--- config.mk ---
export PLATFORM = sky130hd
export DESIGN_NAME = jtopll_regbank_flat
export DESIGN_NICKNAME = d
export VERILOG_FILES = /design/src/rtl/jtopll_regbank_if.sv /design/src/rtl/jtopll_regbank.sv /design/src/flat_wrapper.sv
export SDC_FILE = /design/constraint.sdc
export NUM_CORES = 2
export LEC_CHECK = 0
export CAP_MARGIN = 10
export CORE_MARGIN = 10
export CORE_UTILIZATION = 25
export CTS_CLUSTER_DIAMETER = 150
export DETAILED_ROUTE_END_ITERATION = 12
export MAX_ROUTING_LAYER = met4
export PLACE_DENSITY = 0.5
export SYNTH_ARGS = -nofsm -noshare
export SYNTH_HDL_FRONTEND = slang
export SYNTH_SLANG_ARGS = --single-unit
export TNS_END_PERCENT = 20
--- constraint.sdc ---
create_clock -name clk -period 15.1 [get_ports clk]
set_input_delay 2.265 -clock clk [delete_from_list [all_inputs] [get_ports clk]]
set_output_delay 2.265 -clock clk [all_outputs]
set_load 0.01 [all_outputs]
--- src/rtl/jtopll_regbank_if.sv ---
// Host bus for the OPLL register bank.
// wr   : write strobe, one clk wide (host -> bank)
// addr : 0 = address port, 1 = data port (host -> bank)
// din  : write data (host -> bank)
// busy : a write wait is pending (bank -> host)
// drop : one-clk pulse, a write arrived while busy and was ignored (bank -> host)
interface jtopll_regbank_if;
  logic       wr;
  logic       addr;
  logic [7:0] din;
  logic       busy;
  logic       drop;

  modport master (output wr, addr, din, input busy, drop);
  modport slave  (input wr, addr, din, output busy, drop);
endinterface

--- src/rtl/jtopll_regbank.sv ---
// OPLL register bank: host write decoding with YM2413-style wait timing,
// per-channel registers, user patch 0, rhythm register, the channel/operator
// slot sequencer and per-slot operator configuration for the PG/EG/OP pipe.
// Built-in instrument and drum patches are loaded through the prog port.
//
// Ports:
//   clk, rst        clock, async active-high reset
//   cen             clock enable for sequencer and wait counter
//   bus             host bus (wr/addr/din in, busy/drop out)
//   zero            slot ch=0, op=0
//   ch, op          current slot (op 0 = modulator, 1 = carrier)
//   fnum, block, keyon, sus_en, vol, rhy_en   current channel state
//   opcfg           {am,vib,egt,ksr,mul,ksl,tl,wf,fb,ar,dr,sl,rr}
//   prog_addr/data/we  built-in patch RAM write port
//
// Host FSM:
//   state  | meaning
//   S_IDLE | ready, next write is accepted
//   S_WAIT | counting down the post-write wait on cen, writes are dropped
module jtopll_regbank #(
  parameter int CH        = 9,
  parameter int NPATCH    = 15,
  parameter int ADDR_WAIT = 12,
  parameter int DATA_WAIT = 84,
  parameter int PAW       = 8
) (
  input  logic              clk,
  input  logic              rst,
  input  logic              cen,
  jtopll_regbank_if.slave   bus,
  output logic              zero,
  output logic [3:0]        ch,
  output logic              op,
  output logic [8:0]        fnum,
  output logic [2:0]        block,
  output logic              keyon,
  output logic              sus_en,
  output logic [3:0]        vol,
  output logic              rhy_en,
  output logic [35:0]       opcfg,
  input  logic [PAW-1:0]    prog_addr,
  input  logic [7:0]        prog_data,
  input  logic              prog_we
);

  // RAM holds patches 1..NPATCH+6; patch 0 lives in resettable registers
  localparam int RAMSZ = (NPATCH + 6) * 8;
  localparam int RAW   = $clog2(RAMSZ);
  localparam int WMAX  = (ADDR_WAIT > DATA_WAIT) ? ADDR_WAIT : DATA_WAIT;
  localparam int CW    = $clog2(WMAX + 1);

  localparam logic [0:0] S_IDLE = 1'b0;
  localparam logic [0:0] S_WAIT = 1'b1;

  logic [0:0]    state;
  logic [CW-1:0] cnt;
  logic [7:0]    lat;
  logic          drop_r;

  logic [7:0] user_p [8];
  logic [8:0] fnum_r [CH];
  logic [2:0] blk_r  [CH];
  logic       key_r  [CH];
  logic       sus_r  [CH];
  logic [3:0] inst_r [CH];
  logic [3:0] vol_r  [CH];
  logic [4:0] rhy_r;          // BD, SD, TOM, CY, HH
  logic [7:0] ram    [RAMSZ];

  logic       do_wr;
  logic [3:0] chan;
  logic       chan_ok;

  assign do_wr   = bus.wr && bus.addr && (state == S_IDLE);
  assign chan    = lat[3:0];
  assign chan_ok = int'(chan) < CH;

  assign bus.busy = (state == S_WAIT);
  assign bus.drop = drop_r;

  always_ff @(posedge clk or posedge rst) begin
    if (rst) begin
      ch <= 4'd0;
      op <= 1'b0;
    end else if (cen) begin
      op <= ~op;
      if (op) ch <= (int'(ch) == CH - 1) ? 4'd0 : ch + 4'd1;
    end
  end

  assign zero = (ch == 4'd0) && !op;

  always_ff @(posedge clk or posedge rst) begin
    if (rst) begin
      state  <= S_IDLE;
      cnt    <= '0;
      lat    <= 8'd0;
      drop_r <= 1'b0;
    end else begin
      drop_r <= bus.wr && (state == S_WAIT);
      case (state)
        S_IDLE: begin
          if (bus.wr) begin
            state <= S_WAIT;
            if (!bus.addr) begin
              lat <= bus.din;
              cnt <= CW'(ADDR_WAIT);
            end else begin
              cnt <= CW'(DATA_WAIT);
            end
          end
        end
        default: begin
          // leave WAIT on the cen cycle where the count lands on zero
          if (cen) begin
            if (cnt <= CW'(1)) state <= S_IDLE;
            if (cnt != '0) cnt <= cnt - 1'b1;
          end
        end
      endcase
    end
  end

  // register writes take effect on the write clk, regardless of cen
  always_ff @(posedge clk or posedge rst) begin
    if (rst) begin
      for (int i = 0; i < 8; i++) user_p[i] <= 8'd0;
      for (int i = 0; i < CH; i++) begin
        fnum_r[i] <= 9'd0;
        blk_r[i]  <= 3'd0;
        key_r[i]  <= 1'b0;
        sus_r[i]  <= 1'b0;
        inst_r[i] <= 4'd0;
        vol_r[i]  <= 4'd0;
      end
      rhy_en <= 1'b0;
      rhy_r  <= 5'd0;
    end else if (do_wr) begin
      if (lat[7:3] == 5'd0) begin
        user_p[lat[2:0]] <= bus.din;
      end else if (lat == 8'h0E) begin
        {rhy_en, rhy_r} <= bus.din[5:0];
      end else if (chan_ok) begin
        case (lat[7:4])
          4'h1: fnum_r[chan][7:0] <= bus.din;
          4'h2: {sus_r[chan], key_r[chan], blk_r[chan], fnum_r[chan][8]} <= bus.din[5:0];
          4'h3: {inst_r[chan], vol_r[chan]} <= bus.din;
          default: ;
        endcase
      end
    end
  end

  // patch RAM is not reset; prog writes beyond the last drum patch are ignored
  always_ff @(posedge clk) begin
    if (prog_we && (int'(prog_addr) < RAMSZ)) ram[RAW'(prog_addr)] <= prog_data;
  end

  logic       rhy_slot;
  logic       drum;
  int         psel;
  int         idx;
  logic [7:0] pb [8];

  assign rhy_slot = rhy_en && (CH >= 9) && (ch >= 4'd6) && (ch <= 4'd8);

  always_comb begin
    psel = 0;
    idx  = 0;
    // drum patches follow the melodic ones: ch6 op0/op1, ch7 op0/op1, ch8 op0/op1
    if (rhy_slot) psel = NPATCH + 1 + 2 * (int'(ch) - 6) + int'(op);
    else          psel = int'(inst_r[ch]);
    for (int b = 0; b < 8; b++) begin
      pb[b] = 8'd0;
      if (psel == 0) begin
        pb[b] = user_p[b];
      end else begin
        idx = (psel - 1) * 8 + b;
        if (idx < RAMSZ) pb[b] = ram[RAW'(idx)];
      end
    end
  end

  always_comb begin
    drum = 1'b0;
    if (rhy_slot) begin
      case (ch)
        4'd6:    drum = rhy_r[4];
        4'd7:    drum = op ? rhy_r[3] : rhy_r[0];
        4'd8:    drum = op ? rhy_r[1] : rhy_r[2];
        default: drum = 1'b0;
      endcase
    end
  end

  assign fnum   = fnum_r[ch];
  assign block  = blk_r[ch];
  assign sus_en = sus_r[ch];
  assign vol    = vol_r[ch];
  assign keyon  = key_r[ch] | drum;

  // carrier slots have no total level or feedback of their own
  assign opcfg = op ? {pb[1], pb[3][7:6], 6'd0, pb[3][4], 3'd0, pb[5], pb[7]}
                    : {pb[0], pb[2][7:6], pb[2][5:0], pb[3][3], pb[3][2:0], pb[4], pb[6]};

endmodule

--- src/flat_wrapper.sv ---
// flat-port wrapper written by rule: the top's interface ports become plain ports
module jtopll_regbank_flat 
#(
  parameter int CH        = 9,
  parameter int NPATCH    = 15,
  parameter int ADDR_WAIT = 12,
  parameter int DATA_WAIT = 84,
  parameter int PAW       = 8
)
  (clk, rst, cen, zero, ch, op, fnum, block, keyon, sus_en, vol, rhy_en, opcfg, prog_addr, prog_data, prog_we, bus_wr, bus_addr, bus_din, bus_busy, bus_drop);
  jtopll_regbank_if bus_i ();
  input  logic clk;
  input  logic rst;
  input  logic cen;
  output logic zero;
  output logic [3:0] ch;
  output logic op;
  output logic [8:0] fnum;
  output logic [2:0] block;
  output logic keyon;
  output logic sus_en;
  output logic [3:0] vol;
  output logic rhy_en;
  output logic [35:0] opcfg;
  input  logic [PAW-1:0] prog_addr;
  input  logic [7:0] prog_data;
  input  logic prog_we;
  input wire logic [$bits(bus_i.wr)-1:0] bus_wr;
  input wire logic [$bits(bus_i.addr)-1:0] bus_addr;
  input wire logic [$bits(bus_i.din)-1:0] bus_din;
  output wire logic [$bits(bus_i.busy)-1:0] bus_busy;
  output wire logic [$bits(bus_i.drop)-1:0] bus_drop;
  assign bus_i.wr = bus_wr;
  assign bus_i.addr = bus_addr;
  assign bus_i.din = bus_din;
  assign bus_busy = bus_i.busy;
  assign bus_drop = bus_i.drop;
  jtopll_regbank #(.CH(CH), .NPATCH(NPATCH), .ADDR_WAIT(ADDR_WAIT), .DATA_WAIT(DATA_WAIT), .PAW(PAW)) u_core (.clk(clk), .rst(rst), .cen(cen), .bus(bus_i), .zero(zero), .ch(ch), .op(op), .fnum(fnum), .block(block), .keyon(keyon), .sus_en(sus_en), .vol(vol), .rhy_en(rhy_en), .opcfg(opcfg), .prog_addr(prog_addr), .prog_data(prog_data), .prog_we(prog_we));
endmodule
Yosys cells after proc, flatten, opt, wreduce, memory -nomap -nowiden
Memory sizes are Yosys's and may differ from the RTL's.
Index checks and enable logic that the tools add are counted.
{"block": "classes", "n_addsub": 13, "order_cmp": 18, "eq_ne": 10, "mux": 73, "bitwise": 9, "reduce_logical": 24}
{"op": "< comparator 32 x 9 -> 1 bit (second input constant)", "n": 8}
{"op": "bitwise mux 81 bit", "n": 2}
{"op": "case mux 81 bit (2 select lines)", "n": 1}
{"op": "two-way mux 8 bit", "n": 18}
{"op": "adder 32 x 4 -> 32 bit (second input constant)", "n": 4}
{"op": "bitwise mux 36 bit", "n": 2}
{"op": "demux 9 bit (select 4 bit)", "n": 2}
{"op": "adder 32 x 3 -> 32 bit (second input constant)", "n": 2}
{"op": "bitwise mux 64 bit", "n": 1}
{"op": "binary-select mux 9 bit (select 4 bit)", "n": 1}
{"op": "two-way mux 36 bit", "n": 1}
{"op": "two-way mux 7 bit", "n": 5}
{"op": "adder 32 x 2 -> 32 bit", "n": 1}
{"op": "adder 32 x 2 -> 32 bit (second input constant)", "n": 1}
{"op": "adder 6 x 32 -> 32 bit (first input constant)", "n": 1}
{"op": "binary-select mux 4 bit (select 4 bit)", "n": 2}
{"op": "zero test 32 bit", "n": 1}
{"op": "two-way mux 32 bit", "n": 1}
{"op": "subtractor 29 x 2 -> 29 bit (second input constant)", "n": 1}
{"op": "bitwise mux 27 bit", "n": 1}
{"op": "two-way mux 9 bit", "n": 3}
{"op": "demux 8 bit (select 3 bit)", "n": 1}
{"op": "two-way mux 4 bit", "n": 6}
{"op": "bitwise mux 9 bit", "n": 2}
{"op": "other kinds (39)", "n": 79}
{"block": "word_totals", "regBits": 290, "mem_bits_rw": 1344, "inputBits": 30, "out_inout_bits": 63, "wordCells": 218, "mem_count": 1}
{"memory": "u_core.ram", "words": 168, "word_bits": 8, "read_ports": 8, "rd_ports_with_merged_regs": 0, "wr": 1, "line_no": "jtopll_regbank.sv:68", "source": "logic [7:0] ram [RAMSZ];"}

Logic depth before layout (Yosys ltp)
{"block": "logic_depth", "depth_word": 11, "mapped_depth": 26, "ltp_nobuf": 16}

Worst setup path before layout
OpenSTA, ideal clock, no wires.
{"block": "synth_path", "path_kind": "register to output", "from": "register u_core.ch[0]", "to": "output opcfg[34]", "t_arrival_ns": 5.683, "setup_slack_ns": 7.152, "path_stages_with_launch": 24, "path_cell_list": "dfrtp_1 > buf_2 > buf_2 > inv_1 > clkbuf_1 > ha_1 > nand2b_1 > a221o_1 > o2111ai_2 > a21boi_2 > buf_6 > buf_6 > buf_4 > buf_6 > ha_1 > clkbuf_1 > clkbuf_1 > clkbuf_1 > clkbuf_1 > clkbuf_1 > mux4_2 > nand2_1 > nand3_1 > a311o_1"}
{"block": "synth_between", "elab_chain_len": 11}
{"item": "start, declared", "line_no": "jtopll_regbank.sv:32", "source": "output logic [3:0] ch,"}
{"item": "start signal, assigned", "line_no": "jtopll_regbank.sv:87", "source": "if (op) ch <= (int'(ch) == CH - 1) ? 4'd0 : ch + 4'd1;"}
{"item": "branches (longest 4 deep; another with adder 6 x 32 -> 32 bit)"}
{"item": "two-way mux 32 bit *", "line_no": "jtopll_regbank.sv:171", "source": "if (rhy_slot) psel = NPATCH + 1 + 2 * (int'(ch) - 6) + int'(op);"}
{"item": "subtractor 29 x 2 -> 29 bit", "line_no": "jtopll_regbank.sv:178", "source": "idx = (psel - 1) * 8 + b;"}
{"item": "adder 32 x 2 -> 32 bit", "line_no": "jtopll_regbank.sv:178"}
{"item": "< comparator 32 x 9 -> 1 bit / memory (168 x 8 bit) (equally long branches)"}
{"item": "two-way mux 8 bit", "line_no": "jtopll_regbank.sv:179", "source": "if (idx < RAMSZ) pb[b] = ram[RAW'(idx)];"}
{"item": "two-way mux 8 bit", "line_no": "jtopll_regbank.sv:175", "source": "if (psel == 0) begin"}
{"item": "two-way mux 36 bit *", "line_no": "jtopll_regbank.sv:203", "source": "assign opcfg = op ? {pb[1], pb[3][7:6], 6'd0, pb[3][4], 3'd0, pb[5], pb[7]}"}
{"item": "end, declared", "line_no": "flat_wrapper.sv:24", "source": "output logic [35:0] opcfg;"}
Every way passes the cells marked *. The select of a mux whose other input is x is not followed.

Worst setup path after layout
{"block": "layout_path", "from": "register u_core.ch[1]", "to": "output opcfg[24]"}
{"block": "layout_between", "elab_chain_len": 11}
{"item": "branches (longest 4 deep; another with adder 6 x 32 -> 32 bit)"}
{"item": "two-way mux 32 bit *", "line_no": "jtopll_regbank.sv:171"}
{"item": "subtractor 29 x 2 -> 29 bit", "line_no": "jtopll_regbank.sv:178"}
{"item": "adder 32 x 3 -> 32 bit", "line_no": "jtopll_regbank.sv:178"}
{"item": "< comparator 32 x 9 -> 1 bit / memory (168 x 8 bit) (equally long branches)"}
{"item": "two-way mux 8 bit", "line_no": "jtopll_regbank.sv:179"}
{"item": "two-way mux 8 bit *", "line_no": "jtopll_regbank.sv:175"}
{"item": "two-way mux 36 bit *", "line_no": "jtopll_regbank.sv:203"}
Marked as above.

==> impl_metrics.yaml <==
status:
  outcome: "complete, no violations"
floorplanning:
  core-area_mm2: 0.262
  chipWidth_um: 532
  fp-row-count: 188
  die_h_um: 532
  io_pins: 93
  die_area_mm2: 0.283
  initial_core_util: 0.251
yosys:
  synth_seq_area_share: 0.715
  synthCells: 3550
  synth.distinct_cells: 71
  synth-main-ff-cell: "sky130_fd_sc_hd__edfxtp_1"
  ys_seq_elements: 1612
  avgSynthCellArea_um2: 18.5
  netlist_top_cells_area: "sky130_fd_sc_hd__edfxtp_1, sky130_fd_sc_hd__mux4_2, sky130_fd_sc_hd__dfrtp_1, sky130_fd_sc_hd__mux2_2, sky130_fd_sc_hd__mux2i_1"
  synth_area_mm2: 0.0656
  synthTopCellsByCount: "sky130_fd_sc_hd__edfxtp_1, sky130_fd_sc_hd__mux4_2, sky130_fd_sc_hd__nand2_1, sky130_fd_sc_hd__dfrtp_1, sky130_fd_sc_hd__mux2_2"
  yosys_warnings: 0
  synth.net_count: 3589
  netlist.top_cell.by_area: "sky130_fd_sc_hd__edfxtp_1"
  synth-edff-count: 1323
  synthDominantCellAreaShare: 0.605
  async_flop_share: 0.179
  most_instantiated_library_cell_after_synthesis: "sky130_fd_sc_hd__edfxtp_1"
drt:
  drt-wirelength-per-cell_um: 24.5
  wl_um: 180000
  ant_nets: 0
  detail_route.iter0.violations: 3098
  drcViolationCount: 0
  num_vias: 33700
  drt-pass1-iter-count: 8
  routed_via_density: 4.60
sta:
  finalCritPeriodShare: 0.687
  fin_ws_ps: 4720
  final.min_clock_period_ps: 10380
  totalNegativeSetupSlack_ps: 0
  slew_at_the_pin_closest_to_its_max_slew_limit_ps: 1200
  final-max-slew-violation-count: 0
  unrepaired_setup_endpoints_after_global_routing: "no"
  max_freq_ghz: 0.0963
  hold_viol: 0
  clk_skew_ps: 24.9
  final-setup-viol-count: 0
  finalHoldWorstSlack_ps: 501
  maxSlewHeadroom: 0.191
global_route:
  via_count_of_the_first_global_routing_pass: 34900
  grtUsageMet2: 0.203
  total_track_usage: 0.127
  busiest_layer: "met2"
  number_of_antenna_violations_at_the_first_check_in_global_routing: 19
  grt_max_degree: 137
  global_route.usage.met3: 0.0231
  grt_first_pass_wirelength_um: 261000
  grt.met1_usage: 0.168
  globalRouteOverflowTotal: 0
layout:
  layout-drive-gt1-share: 0.257
  fin_util: 0.289
  filler_cell_count: 25800
  fin_area_mm2: 0.0757
  num-nets-final: 3696
  flow.area_growth_from_synthesis_pct: 15.3
  multiInputGateArea_mm2: 0.0175
  ff_latch_area_mm2: 0.0470
setup_path:
  worstRegToRegCells: 7
  critPathSlowestCell: "sky130_fd_sc_hd__buf_4"
  crit_cells: 17
  critical_path_class: "flip-flop to primary output"
  worstSetupStartpointType: "flip-flop"
  critical-path-top-cell-by-count: "sky130_fd_sc_hd__buf_4"
  timing.critical_path.cells: "buf_4, inv_1, ha_1, nand2b_1, a221o_1, o2111ai_2, a21boi_4, buf_12, buf_4, buf_4, mux4_2, nand2_1, nand2_1, a211oi_1, a31oi_1, a22o_1, clkdlybuf4s50_1"
  worst_path_max_fanout: 111
  critical_path.top_delay_family: "buffers and inverters"
  worst_setup_path_startpoint: "u_core.ch[1]$_DFFE_PP0P_"
  critical_path.endpoint_type: "primary output"
  timing.critical_path.buf_inv: 6
  cpPeakStageDelay_ps: 780
  setup.worst_path.end: "opcfg[24]"
  critical_path_required_ps: 12840
  critPathArrivalTime_ps: 8110
  crit-reg2reg-launch: "u_core.bus.busy$_DFF_PP0_"
  rr_endpoint: "u_core.key_r[3]$_DFFE_PP0P_"
  worst-r2r-setup-slack_ps: 11720
power_and_ir_drop:
  p_clk_frac: 0.242
  power.ir.vdd_worst_mv: 0.466
  pwr-share-seq: 0.302
  pwr-share-comb: 0.456
  power_leakage_nw: 25.5
  netSwitchingPower_mw: 6.33
  p_per_area_mw_per_mm2: 219
  cell_internal_pwr_mw: 10.3
  power.switching_fraction: 0.381
cts:
  cts_htree_levels: 4
  tritoncts: "done"
  clk_pin_slew_ps: 60
  clock-root-buffer: "sky130_fd_sc_hd__clkbuf_16"
  max-clock-path-buffers: 3
  clkSinkCount: 1612
  cts_inserted_buffers: 168
  insertion_delay_ps: 810
  post_cts.resized_instances: 0
  post-cts-setup-buffer-count: 0
  post_cts_hold_buffer_count: 0
placed_design:
  placed_area_mm2: 0.0704
  dp_hpwl_um: 110000
  place_worst_setup_slack_ps: 5470
  routabilityCongestion: 0.770
  io_buffer_count: 92
job:
  max_cap_violations: 0
min_path:
  min-delay-path-class: "flip-flop to flip-flop"
[power by group through the flow]
stage	Combinational [mW]	Sequential (mW)	Clock (mW)
2_1_floorplan	4.97	5.02	0
3_3_place_gp	7.73	5.11	0
3_5_place_dp	7.70	5.11	0
4_1_cts	7.72	5.02	4.12
5_1_grt	8.05	5.03	4.29
6_report	7.57	5.02	4.02
[cells in the final DEF, fill, tap and decap left out, types with 9 or more instances in the layout]
master / netlist / layout
sky130_fd_sc_hd__edfxtp_1: 1323 / 1323
sky130_fd_sc_hd__o221ai_1: 14 / 14
sky130_fd_sc_hd__a22o_1: 18 / 18
sky130_fd_sc_hd__dfrtp_1: 289 / 285
sky130_fd_sc_hd__bufinv_16: 0 / 10
sky130_fd_sc_hd__nand2b_1: 12 / 12
sky130_fd_sc_hd__clkinv_2: 0 / 25
sky130_fd_sc_hd__nor2_1: 215 / 215
sky130_fd_sc_hd__nor3_1: 25 / 23
sky130_fd_sc_hd__and3_1: 9 / 9
sky130_fd_sc_hd__mux2_2: 272 / 272
sky130_fd_sc_hd__a211oi_1: 39 / 39
sky130_fd_sc_hd__clkbuf_16: 0 / 169
sky130_fd_sc_hd__nor2b_1: 13 / 13
sky130_fd_sc_hd__mux4_2: 359 / 359
sky130_fd_sc_hd__buf_4: 11 / 65
sky130_fd_sc_hd__o22ai_1: 21 / 21
sky130_fd_sc_hd__clkdlybuf4s50_1: 0 / 78
sky130_fd_sc_hd__nand3_1: 21 / 20
sky130_fd_sc_hd__mux2i_1: 136 / 136
sky130_fd_sc_hd__o21ai_0: 24 / 24
sky130_fd_sc_hd__clkinv_1: 0 / 34
sky130_fd_sc_hd__nand2_1: 295 / 294
sky130_fd_sc_hd__or3_1: 12 / 12
sky130_fd_sc_hd__inv_1: 20 / 19
sky130_fd_sc_hd__a31oi_1: 9 / 9
sky130_fd_sc_hd__a21oi_1: 63 / 63
sky130_fd_sc_hd__clkbuf_1: 140 / 49
sky130_fd_sc_hd__a211o_1: 15 / 15
[worst min path at each step]
stage,startpoint,to,depth (start not counted)
final,u_core.lat[6]$_DFFE_PP0P_,u_core.lat[6]$_DFFE_PP0P_,1
after global placement,u_core.lat[6]$_DFFE_PP0P_,u_core.lat[6]$_DFFE_PP0P_,1
after global routing,u_core.user_p[31]$_DFFE_PP0P_,u_core.user_p[31]$_DFFE_PP0P_,1
after floorplan,u_core.inst_r[35]$_DFFE_PP0P_,u_core.inst_r[35]$_DFFE_PP0P_,1
after detailed placement,u_core.vol_r[11]$_DFFE_PP0P_,u_core.vol_r[11]$_DFFE_PP0P_,1
after CTS,u_core.vol_r[11]$_DFFE_PP0P_,u_core.vol_r[11]$_DFFE_PP0P_,1
[logic make-up after synthesis]
kind of cell	share of synthesized area
XOR/XNOR	0.000915
buffers and inverters	0.0193
multiplexers	0.192
AND/OR/NAND/NOR	0.0418
flip-flops	0.715
AO/OA/AOI/OAI	0.0293
adder cells (fa/ha/maj)	0.00172
[per-layer routing]
layer / wire length (um) / part of all wire
met5: 0 / 0
met4: 3510 / 0.020
met3: 9210 / 0.051
met2: 87100 / 0.49
met1: 79700 / 0.44
[sequential cells by signal (all words and copies together) (netlist names), 4 cells and up]
name           count
u_core.blk_r      27
u_core.ch          4
u_core.cnt         7
u_core.fnum_r     81
u_core.inst_r     36
u_core.key_r       9
u_core.lat         8
u_core.ram      1323
u_core.rhy_r       5
u_core.sus_r       9
u_core.user_p     63
u_core.vol_r      36
[metrics by stage]
step / power, mW / instances
3_5_place_dp: 12.8 / 7002
5_1_grt: 17.4 / 7317
3_3_place_gp: 12.8 / 7001
6_report: 16.6 / 7317
2_1_floorplan: 9.99 / 3550
4_1_cts: 16.9 / 7311
[worst register-to-register path: stages (launching register included)]
cell                       delay (ps)
sky130_fd_sc_hd__dfrtp_1          480
sky130_fd_sc_hd__nor2b_1          240
sky130_fd_sc_hd__nand2_1          120
sky130_fd_sc_hd__or3_1            420
sky130_fd_sc_hd__a21oi_1          220
sky130_fd_sc_hd__nand3b_1         330
sky130_fd_sc_hd__nor3_1          1020
sky130_fd_sc_hd__mux2_2           430
[layout make-up]
class,instances,area share
timing repair buffer,162,0.0198
sequential,1612,0.620
clock inverter,86,0.0105
multi-input combinational,1693,0.231
clock buffer,223,0.0592
inverter,20,0.00109
tap,3515,0.0581
antenna,6,0.000198
No activity file was read; power rests on OpenSTA's default activity.
